`src/rtl/mem_port_arb.sv`:
```
// Two-requester arbiter sharing one memory port between fetch (IFU) and load/store (LSU).
// Define MEM_ARB_RR_EN for round-robin arbitration; otherwise LSU has fixed priority over IFU.
module mem_port_arb #(
    parameter int XLEN = 64
) (
    input  logic              clk,
    input  logic              rst,
    input  logic              if_req,
    input  logic [XLEN-1:0]   if_addr,
    output logic              if_gnt,
    output logic              if_rvalid,
    output logic [31:0]       if_rdata,
    input  logic              ls_req,
    input  logic              ls_wr,
    input  logic [XLEN/8-1:0] ls_bytes,
    input  logic [XLEN-1:0]   ls_addr,
    input  logic [XLEN-1:0]   ls_wdata,
    output logic              ls_gnt,
    output logic              ls_rvalid,
    output logic [XLEN-1:0]   ls_rdata,
    output logic              mem_req,
    output logic              mem_wr,
    output logic [XLEN/8-1:0] mem_bytes,
    output logic [XLEN-1:0]   mem_addr,
    output logic [XLEN-1:0]   mem_wdata,
    input  logic              mem_gnt,
    input  logic              mem_rvalid,
    input  logic [XLEN-1:0]   mem_rdata,
    output logic              busy
);

    localparam logic [1:0] IDLE    = 2'd0;
    localparam logic [1:0] WAIT_IF = 2'd1;
    localparam logic [1:0] WAIT_LS = 2'd2;

    logic [1:0] state_q, state_d;
    logic       idle;
    logic       any_req;
    logic       pick_ls;
    logic       grant;

    assign idle    = (state_q == IDLE);
    assign any_req = if_req | ls_req;
    assign grant   = idle & mem_gnt & any_req;

`ifdef MEM_ARB_RR_EN
    // rr_q set means the LSU is favoured on the next tie.
    logic rr_q, rr_d;

    assign pick_ls = ls_req & (~if_req | rr_q);

    always_comb begin
        rr_d = rr_q;
        if (grant) begin
            rr_d = ~pick_ls;
        end
    end

    always_ff @(posedge clk) begin
        if (rst) begin
            rr_q <= 1'b0;
        end else begin
            rr_q <= rr_d;
        end
    end
`else
    assign pick_ls = ls_req;
`endif

    always_comb begin
        state_d = state_q;
        case (state_q)
            IDLE: begin
                if (grant) begin
                    state_d = pick_ls ? WAIT_LS : WAIT_IF;
                end
            end
            WAIT_IF, WAIT_LS: begin
                if (mem_rvalid) begin
                    state_d = IDLE;
                end
            end
            default: state_d = IDLE;
        endcase
    end

    always_ff @(posedge clk) begin
        if (rst) begin
            state_q <= IDLE;
        end else begin
            state_q <= state_d;
        end
    end

    // Downstream payload always follows the current winner; it only matters while mem_req is high.
    assign mem_req   = idle & any_req;
    assign mem_wr    = pick_ls ? ls_wr    : 1'b0;
    assign mem_bytes = pick_ls ? ls_bytes : {(XLEN/8){1'b1}};
    assign mem_addr  = pick_ls ? ls_addr  : if_addr;
    assign mem_wdata = pick_ls ? ls_wdata : '0;

    assign if_gnt    = grant & ~pick_ls;
    assign ls_gnt    = grant & pick_ls;
    assign if_rvalid = (state_q == WAIT_IF) & mem_rvalid;
    assign ls_rvalid = (state_q == WAIT_LS) & mem_rvalid;
    assign ls_rdata  = mem_rdata;
    assign busy      = ~idle;

    generate
        if (XLEN == 64) begin : g_wide
            // Address bit 2 of the fetch picks which half of the doubleword holds the instruction.
            logic sel_hi_q, sel_hi_d;

            always_comb begin
                sel_hi_d = sel_hi_q;
                if (if_gnt) begin
                    sel_hi_d = if_addr[2];
                end
            end

            always_ff @(posedge clk) begin
                if (rst) begin
                    sel_hi_q <= 1'b0;
                end else begin
                    sel_hi_q <= sel_hi_d;
                end
            end

            assign if_rdata = sel_hi_q ? mem_rdata[63:32] : mem_rdata[31:0];
        end else begin : g_narrow
            assign if_rdata = mem_rdata[31:0];
        end
    endgenerate

endmodule

```
`config.mk`:
```
export PLATFORM = sky130hd
export DESIGN_NAME = mem_port_arb
export DESIGN_NICKNAME = d
export VERILOG_FILES = /design/src/rtl/mem_port_arb.sv
export SDC_FILE = /design/constraint.sdc
export NUM_CORES = 1
export LEC_CHECK = 0
export CAP_MARGIN = 20
export CORE_AREA = 3 3 196 198
export DETAILED_ROUTE_END_ITERATION = 16
export DIE_AREA = 0 0 199 201
export SLEW_MARGIN = 20
export SYNTH_ARGS = -nofsm -noshare
export SYNTH_HDL_FRONTEND = slang
export SYNTH_SLANG_ARGS = --single-unit
```
`constraint.sdc`:
```
create_clock -name clk -period 2.58 [get_ports clk]
set_input_delay 0.516 -clock clk [delete_from_list [all_inputs] [get_ports clk]]
set_output_delay 0.516 -clock clk [all_outputs]
set_load 0.03 [all_outputs]
```
==> flow_summary.ini <==
[grt]
grt_max_degree = 51
grt_overflow_total = 0
grt_pass1_vias = 3663
grt_use_total = 0.0799
grt_pass1_wl_microns = 24500
antenna_found_initial = 0

[setup_path]
endpoint = if_rdata[28]
startpoint_type = input port
worstPathMaxFanout = 2
r2r_cells = 6
cp.required_ns = 2.06
crit_type = input port to output port
cp.arrival_ns = 1.91
ff2ff_setup_slack_ns = 1.12
endpoint_kind = output port
r2r_end = state_q[0]
r2r_start = state_q[0]
cp-startpoint = mem_rdata[60]

[drt]
drcViolationCount = 0
antenna_left = 0
wl_per_cell_microns = 15.1
avgViaCountPerCell = 2.96
dr.pass1.iters = 4
drtIter0Drc = 83
finalWirelength_microns = 17900
vias = 3508

[yosys]
syn_inst = 279
yosys.cell_types.count = 21
ys_warn_count = 0
syn-num-nets = 553
syn-cell-area_sq_um = 2380
ys_ff_latch = 3
yosysSeqAreaShare = 0.0252
synth.avg_cell_area_sq_um = 8.54

[final_layout]
final_layout_size_suffix_gt1_frac = 0.268
multi_input_area_sq_um = 1700
area_delta_synth_final_pct = 219
finalNetCount = 991
fill_cells = 4005
stdcell_count = 1184
final-seq-area_sq_um = 60.1
diodes = 0

[sta]
fin_crit_sh = 0.940
slew_headroom = 0.723
fin_crit_ns = 2.42
fin_setup_tns_ns = 0
rsz0062_at_grt = false
setup-violations-final = 0
max_freq_mhz = 412
finClkSkew_ns = 0.000247
maxSlewViolCount = 0
hold_viol = 0
whs_ns = 0.512
tightest_slew_ns = 0.415

[power_and_ir_drop]
ir_drop_mv = 0.126
p_leak_nw = 2.91
p_total_mw = 1.96
power_density_nw_per_um2 = 258

[placement]
io_buffers = 509
gp_congestion = 0.813
dp_hpwl_microns = 16200
placedCellCount = 1180

[clocking]
cts_tree = built
ctsResizeCount = 0
post_cts_buffers = 0
ctsHoldBuffers = 0
numCtsBuffers = 3
cts.path.max_buffers = 2
htree_levels = 1
clock_latency_ns = 0.22
cts.clk_slew.worst_paths_ns = 0.03
cts_sinks = 3
root_buffer = clkbuf_16

[worst_hold_path]
min_path_type = flip-flop to flip-flop

[floorplan]
fp.dieW_microns = 199
num_io_pins = 510
start_util = 0.0649
die_area_sq_um = 40000
core-area_sq_um = 36700
rows = 70
die_y_microns = 201

[run_status]
outcome = finished, final reports clean

[job]
maxCapViolCount = 0
## cells in the mapped netlist
library cell | instances | area [sq um]
nor2b_1 | 1 | 6.26
and2_1 | 67 | 419
mux2_2 | 94 | 1060
or3_1 | 1 | 6.26
and3_1 | 1 | 6.26
o2bb2ai_1 | 1 | 8.76
o31ai_1 | 1 | 7.51
dfxtp_1 | 3 | 60.1
o21ai_1 | 1 | 5.00
mux2i_1 | 1 | 10.0
inv_1 | 4 | 15.0
a21oi_1 | 1 | 5.00
buf_6 | 6 | 67.6
buf_2 | 6 | 30.0
clkbuf_1 | 7 | 26.3
mux2_4 | 2 | 30.0
nand2b_1 | 9 | 56.3
ha_1 | 3 | 37.5
nand4b_4 | 1 | 23.8
buf_4 | 65 | 488
nor2_1 | 4 | 15.0
## cell type report
type / instances / area share
Inverter: 4 / 0.00197
Multi-Input combinational cell: 188 / 0.223
Sequential cell: 3 / 0.00790
Timing Repair Buffer: 517 / 0.680
Clock buffer: 4 / 0.0104
Tap cell: 468 / 0.0770
## kinds of logic (layout without fill, tap and decap cells)
| logic type | after synthesis | count (layout) | share of synthesized area |
|---|---|---|---|
| compound gates | 4 | 4 | 0.0110 |
| flops | 3 | 3 | 0.0252 |
| buf+inv | 88 | 525 | 0.263 |
| fa+ha+maj | 3 | 3 | 0.0158 |
| mux | 97 | 97 | 0.461 |
| simple gates | 84 | 84 | 0.224 |
## critical path, cell delays in order
cell and delay (ns):
clkdlybuf4s50_1 0.55, mux2_2 0.18, clkdlybuf4s50_1 0.66
## worst min-delay path by stage
stage,start,cells past startpoint,slack (ns),endpoint
after floorplan,state_q[1],2,0.47,state_q[1]
after global placement,state_q[1],2,0.49,state_q[1]
after detailed placement,state_q[1],2,0.50,state_q[1]
after CTS,state_q[1],2,0.51,state_q[1]
after global routing,state_q[1],2,0.53,state_q[1]
final,state_q[1],2,0.51,state_q[1]
## cell usage in the layout, fill, tap and decap left out, types with 2 or more instances in the layout
master	Yosys	routed
nand2b_1	9	9
buf_4	65	74
dfxtp_1	3	3
mux2_4	2	2
clkdlybuf4s50_1	0	425
inv_1	4	4
buf_12	0	18
clkbuf_16	0	3
mux2_2	94	94
nor2_1	4	4
ha_1	3	3
and2_1	67	67
## power by group
part           internal [mW]  leakage [nW]  switching, mW  total (mW)
Sequential            0.0494        0.0245        0.00198      0.0514
Combinational          0.886          2.85          0.786        1.67
Clock                  0.204        0.0382         0.0379       0.241
## through the flow
step                      worst slack, ns   util  cell area (sq um)
final                               0.155  0.207               7600
after global placement              0.157  0.205               7530
after global routing                0.104  0.207               7600
after floorplan                     0.633      -               2380
after CTS                           0.143  0.207               7600
after detailed placement            0.150  0.205               7530
## flip-flops by register name, indices dropped and copies added (netlist names)
signal / count
g_wide.sel_hi_q: 1
state_q: 2
## metal layers
| metal | track usage | up-vias | part of all wire |
|---|---|---|---|
| li1 | - | 1743 | - |
| met1 | 0.0973 | 1568 | 0.40 |
| met2 | 0.152 | 195 | 0.53 |
| met3 | 0.0128 | 2 | 0.069 |
| met4 | 0.00602 | 0 | 0.0022 |
| met5 | 0 | - | 0 |
No activity file was read; power rests on OpenSTA's default activity.
==> RTL change 1, RTL diff (same settings) <==
`XLEN`: 64 -> 72.
--- a/src/rtl/mem_port_arb.sv
+++ b/src/rtl/mem_port_arb.sv
@@ -1,7 +1,7 @@
 // Two-requester arbiter sharing one memory port between fetch (IFU) and load/store (LSU).
 // Define MEM_ARB_RR_EN for round-robin arbitration; otherwise LSU has fixed priority over IFU.
 module mem_port_arb #(
-    parameter int XLEN = 64
+    parameter int XLEN = 72
 ) (
     input  logic              clk,
     input  logic              rst,
Ports: changed (9 resized); port bits go from 510 to 568. The function was not compared with the original's and may differ.
==> RTL change 1 against the unedited design <==
- worst hold slack better by 14 ps
- count of clock-buffer cells in the layout down 1
- sequential power down 32%
- sequential cell count down 1
- total power down 21%
- sequential share of layout area down 0.15 points
- design area down 17%
- area after synthesis up 6.9%
- setup slack worse by 70 ps
- largest cell class unchanged
- routed wire length down 20%
- clock power down 4%
==> RTL change 1: results <==
metrics = {
    "route": {
        "wl_met3_mm": 2.19,
        "first_iter_violations": 51,
        "wl_met1_mm": 4.63,
        "avgRoutedWirePerCell_microns": 13.7,
    },
    "global_routing": {
        "met2_usage_pct": 11.8,
        "grt_pass1_vias": 3297,
        "antenna_found_initial": 2,
        "grt_pass1_wl_mm": 19.1,
        "use_met3_pct": 2.95,
    },
    "sta": {
        "fin_skew_ps": 0.402,
        "slew_headroom_pct": 71.7,
        "hold_slack_ps": 526,
    },
    "synth": {
        "syn_inst": 298,
        "synth_fa_ha_area_share_pct": 1.47,
        "synth_nets": 605,
        "seq_area_frac_synth_pct": 1.57,
        "synth_common_cells": "buf_4, and2_1, mux2_4",
        "netlist_top_cells_area": "buf_4, mux2_4, and2_1",
    },
    "pwr": {
        "switching_share_pct": 38.6,
        "clockPowerShare_pct": 14.9,
        "ir_worst_vdd_uv": 150,
    },
    "status": {
        "status": "completed",
    },
    "final_layout": {
        "final_nets": 890,
        "drive_gt1_share_pct": 27.7,
    },
    "worst_setup_path": {
        "r2r_slack_ps": 1380,
        "r2r_cells": 5,
    },
    "place": {
        "portBuffers": 391,
        "finalWeightedCongestion": 0.800,
        "placed_cell_area_sq_um": 6220,
        "dp.cells": 1046,
    },
    "hold_path": {
        "whs_endpoint": "state_q[0]",
    },
}
-- RTL change 1: cell count changes after synthesis, moves of 2 or more --
cell	unedited run	this run
and2_1	67	75
mux2_2	94	35
nand2b_1	9	11
clkbuf_1	7	5
buf_4	65	104
mux2_4	2	37
-- RTL change 1: layout make-up --
type / instances / share of cell area (%)
multi-input cells: 171 / 25.2
well taps: 468 / 9.29
inverters: 3 / 0.179
clock buffers: 3 / 1.19
flip-flops and latches: 2 / 0.635
diodes: 1 / 0.0397
repair buffers: 402 / 63.5
-- RTL change 1: how the worst max path moves through the flow --
stage                               to  slack (ps)  startpoint  cells past startpoint
after floorplan                mem_req         680      ls_req                      5
after global placement    mem_addr[19]           9      ls_req                      4
after detailed placement  mem_addr[19]           9      ls_req                      4
after CTS                 mem_addr[19]           8      ls_req                      4
after global routing      mem_addr[29]          10      ls_req                      4
final                     mem_addr[29]          80      ls_req                      4
-- RTL change 1: critical path, cell delays in order --
cell and delay [ps]:
buf_6 230, buf_12 220, mux2_2 390, clkdlybuf4s50_1 610
==> RTL change 2, RTL diff (same settings) <==
Made on the original files. The option `MEM_ARB_RR_EN` is turned on by a define.
--- a/src/rtl/mem_port_arb.sv
+++ b/src/rtl/mem_port_arb.sv
@@ -1,5 +1,7 @@
 // Two-requester arbiter sharing one memory port between fetch (IFU) and load/store (LSU).
 // Define MEM_ARB_RR_EN for round-robin arbitration; otherwise LSU has fixed priority over IFU.
+`define MEM_ARB_RR_EN
+
 module mem_port_arb #(
     parameter int XLEN = 64
 ) (
Function: changed (Yosys sat finds a counterexample within 4 cycles, from zero or initial values and one cycle with rst high).
==> RTL change 2 against the unedited design <==
- design area grew 5.9%
- combinational power rose by 13%
- sequential cell count increased by 1
- setup slack got worse by 83 ps
- register-to-register slack improved by 170 ps
- utilization up 1.2 points
- area after synthesis rose by 11%
- routed wire length up 14%
- total power increased by 12%
- maximum frequency down 3.3%
- critical path type unchanged
- largest power group unchanged
- highest routed layer unchanged
==> RTL change 2: results <==
metrics = {
    "clocking": {
        "clock_path_buffers": 2,
        "clk_pin_slew_ps": 30,
        "h-tree-depth": 1,
        "root_buffer": "clkbuf_16",
        "insertion_delay_ps": 220,
        "cts_made_buffers": 3,
    },
    "worst_setup_path": {
        "r2r_slack_ps": 1290,
        "slowest_stage": "mux2_4",
        "crit_path_max_fanout": 7,
        "cp.arrival_ps": 1990,
        "cp_slowest_stage_delay_ps": 320,
    },
    "synth": {
        "netlist_top_cells_area": "mux2_4, mux2_2, buf_4",
        "synth.avg_cell_area_sq_um": 9.17,
        "seq_area_frac_synth_pct": 3.02,
        "yosys_warnings": 0,
        "async_flop_share_pct": 0,
        "synth_common_cells": "and2_1, buf_4, mux2_2",
        "ys_types": 24,
        "synth_nets": 563,
        "synthFlopType": "dfxtp_1",
    },
    "sta": {
        "worst_slew_pin_slew_ps": 376,
        "hold_slack_ps": 486,
        "max_freq_mhz": 399,
        "fin_skew_ps": 1.29,
        "slew_viol_final": 0,
    },
    "final_layout": {
        "fill_cells": 3983,
        "diodes": 0,
        "reg_top3": "state_q x2, g_wide.sel_hi_q x1, rr_q x1",
        "final_nets": 1022,
        "drive_gt1_share_pct": 35.1,
        "final_cells": 1214,
    },
    "global_routing": {
        "grt_pass1_wl_mm": 26.9,
        "met2_usage_pct": 17.7,
        "met1_usage_pct": 10.4,
        "grt_max_degree": 34,
        "grt_use_total_pct": 9.14,
        "grt_pass1_vias": 4039,
        "antenna_found_initial": 2,
        "use_met3_pct": 1.81,
    },
    "route": {
        "first_pass_iters": 4,
        "avgRoutedWirePerCell_microns": 16.7,
        "num_vias": 3774,
        "first_iter_violations": 55,
    },
    "pwr": {
        "ir_worst_vdd_uv": 213,
        "leakage_nw": 3.32,
    },
    "place": {
        "portBuffers": 509,
        "pre_cts_ws_ps": -495,
        "dp_hpwl_mm": 18.2,
        "placed_cell_area_sq_um": 7970,
        "finalWeightedCongestion": 0.837,
    },
    "hold_path": {
        "hold_class": "reg2reg",
    },
    "status": {
        "status": "completed",
    },
}
==> RTL change 2: path summary, 6_finish.rpt <==
check	start	endpoint	cells after the start
max	if_req	mem_addr[49]	8
min	state_q[1]	state_q[1]	2
max reg2reg	state_q[0]	state_q[1]	5
min reg2reg	state_q[1]	state_q[1]	2
==> RTL change 2: worst max-delay path, delay by kind of cell <==
| kind | cells | cell delay [ps] |
|---|---|---|
| compound gates | 1 | 210 |
| buf+inv | 6 | 940 |
| mux | 1 | 320 |
==> RTL change 2: metal layers <==
layer | wire length (microns) | part of all wire [%]
met1 | 7800 | 38
met2 | 10500 | 52
met3 | 1840 | 9.1
met4 | 167 | 0.82
met5 | 0 | 0
==> RTL change 2: cell type report <==
| cell class | count | area [sq um] | area share (%) |
|---|---|---|---|
| repair buffers | 537 | 5400 | 67.0 |
| multi-input cells | 196 | 1890 | 23.5 |
| well taps | 468 | 586 | 7.27 |
| flip-flops and latches | 4 | 80.1 | 0.995 |
| clock buffers | 3 | 75.1 | 0.932 |
| inverters | 6 | 22.5 | 0.280 |
==> RTL change 2: what timing repair did <==
action                     in CTS  in global routing
pin swaps                       1                  0
setup endpoints to repair      95                 14
hold endpoints to repair        0                  0
cloned                          2                  0
setup buffers                   4                  1
resized for setup             161                  3
==> RTL change 2: cell families after synthesis <==
group | count (synthesis) | synth area share, %
flip-flops | 4 | 3.02
AND/OR/NAND/NOR | 87 | 19.6
adder cells (fa/ha/maj) | 3 | 1.42
buffers and inverters | 89 | 25.6
AO/OA/AOI/OAI | 8 | 2.31
multiplexers | 98 | 48.0
==> RTL change 2: where the power goes <==
group | total (mW) | switching [mW] | internal [mW]
Clock | 0.242 | 0.0438 | 0.198
Sequential | 0.0717 | 0.00425 | 0.0674
Combinational | 1.89 | 0.896 | 0.996
Total | 2.21 | 0.945 | 1.26
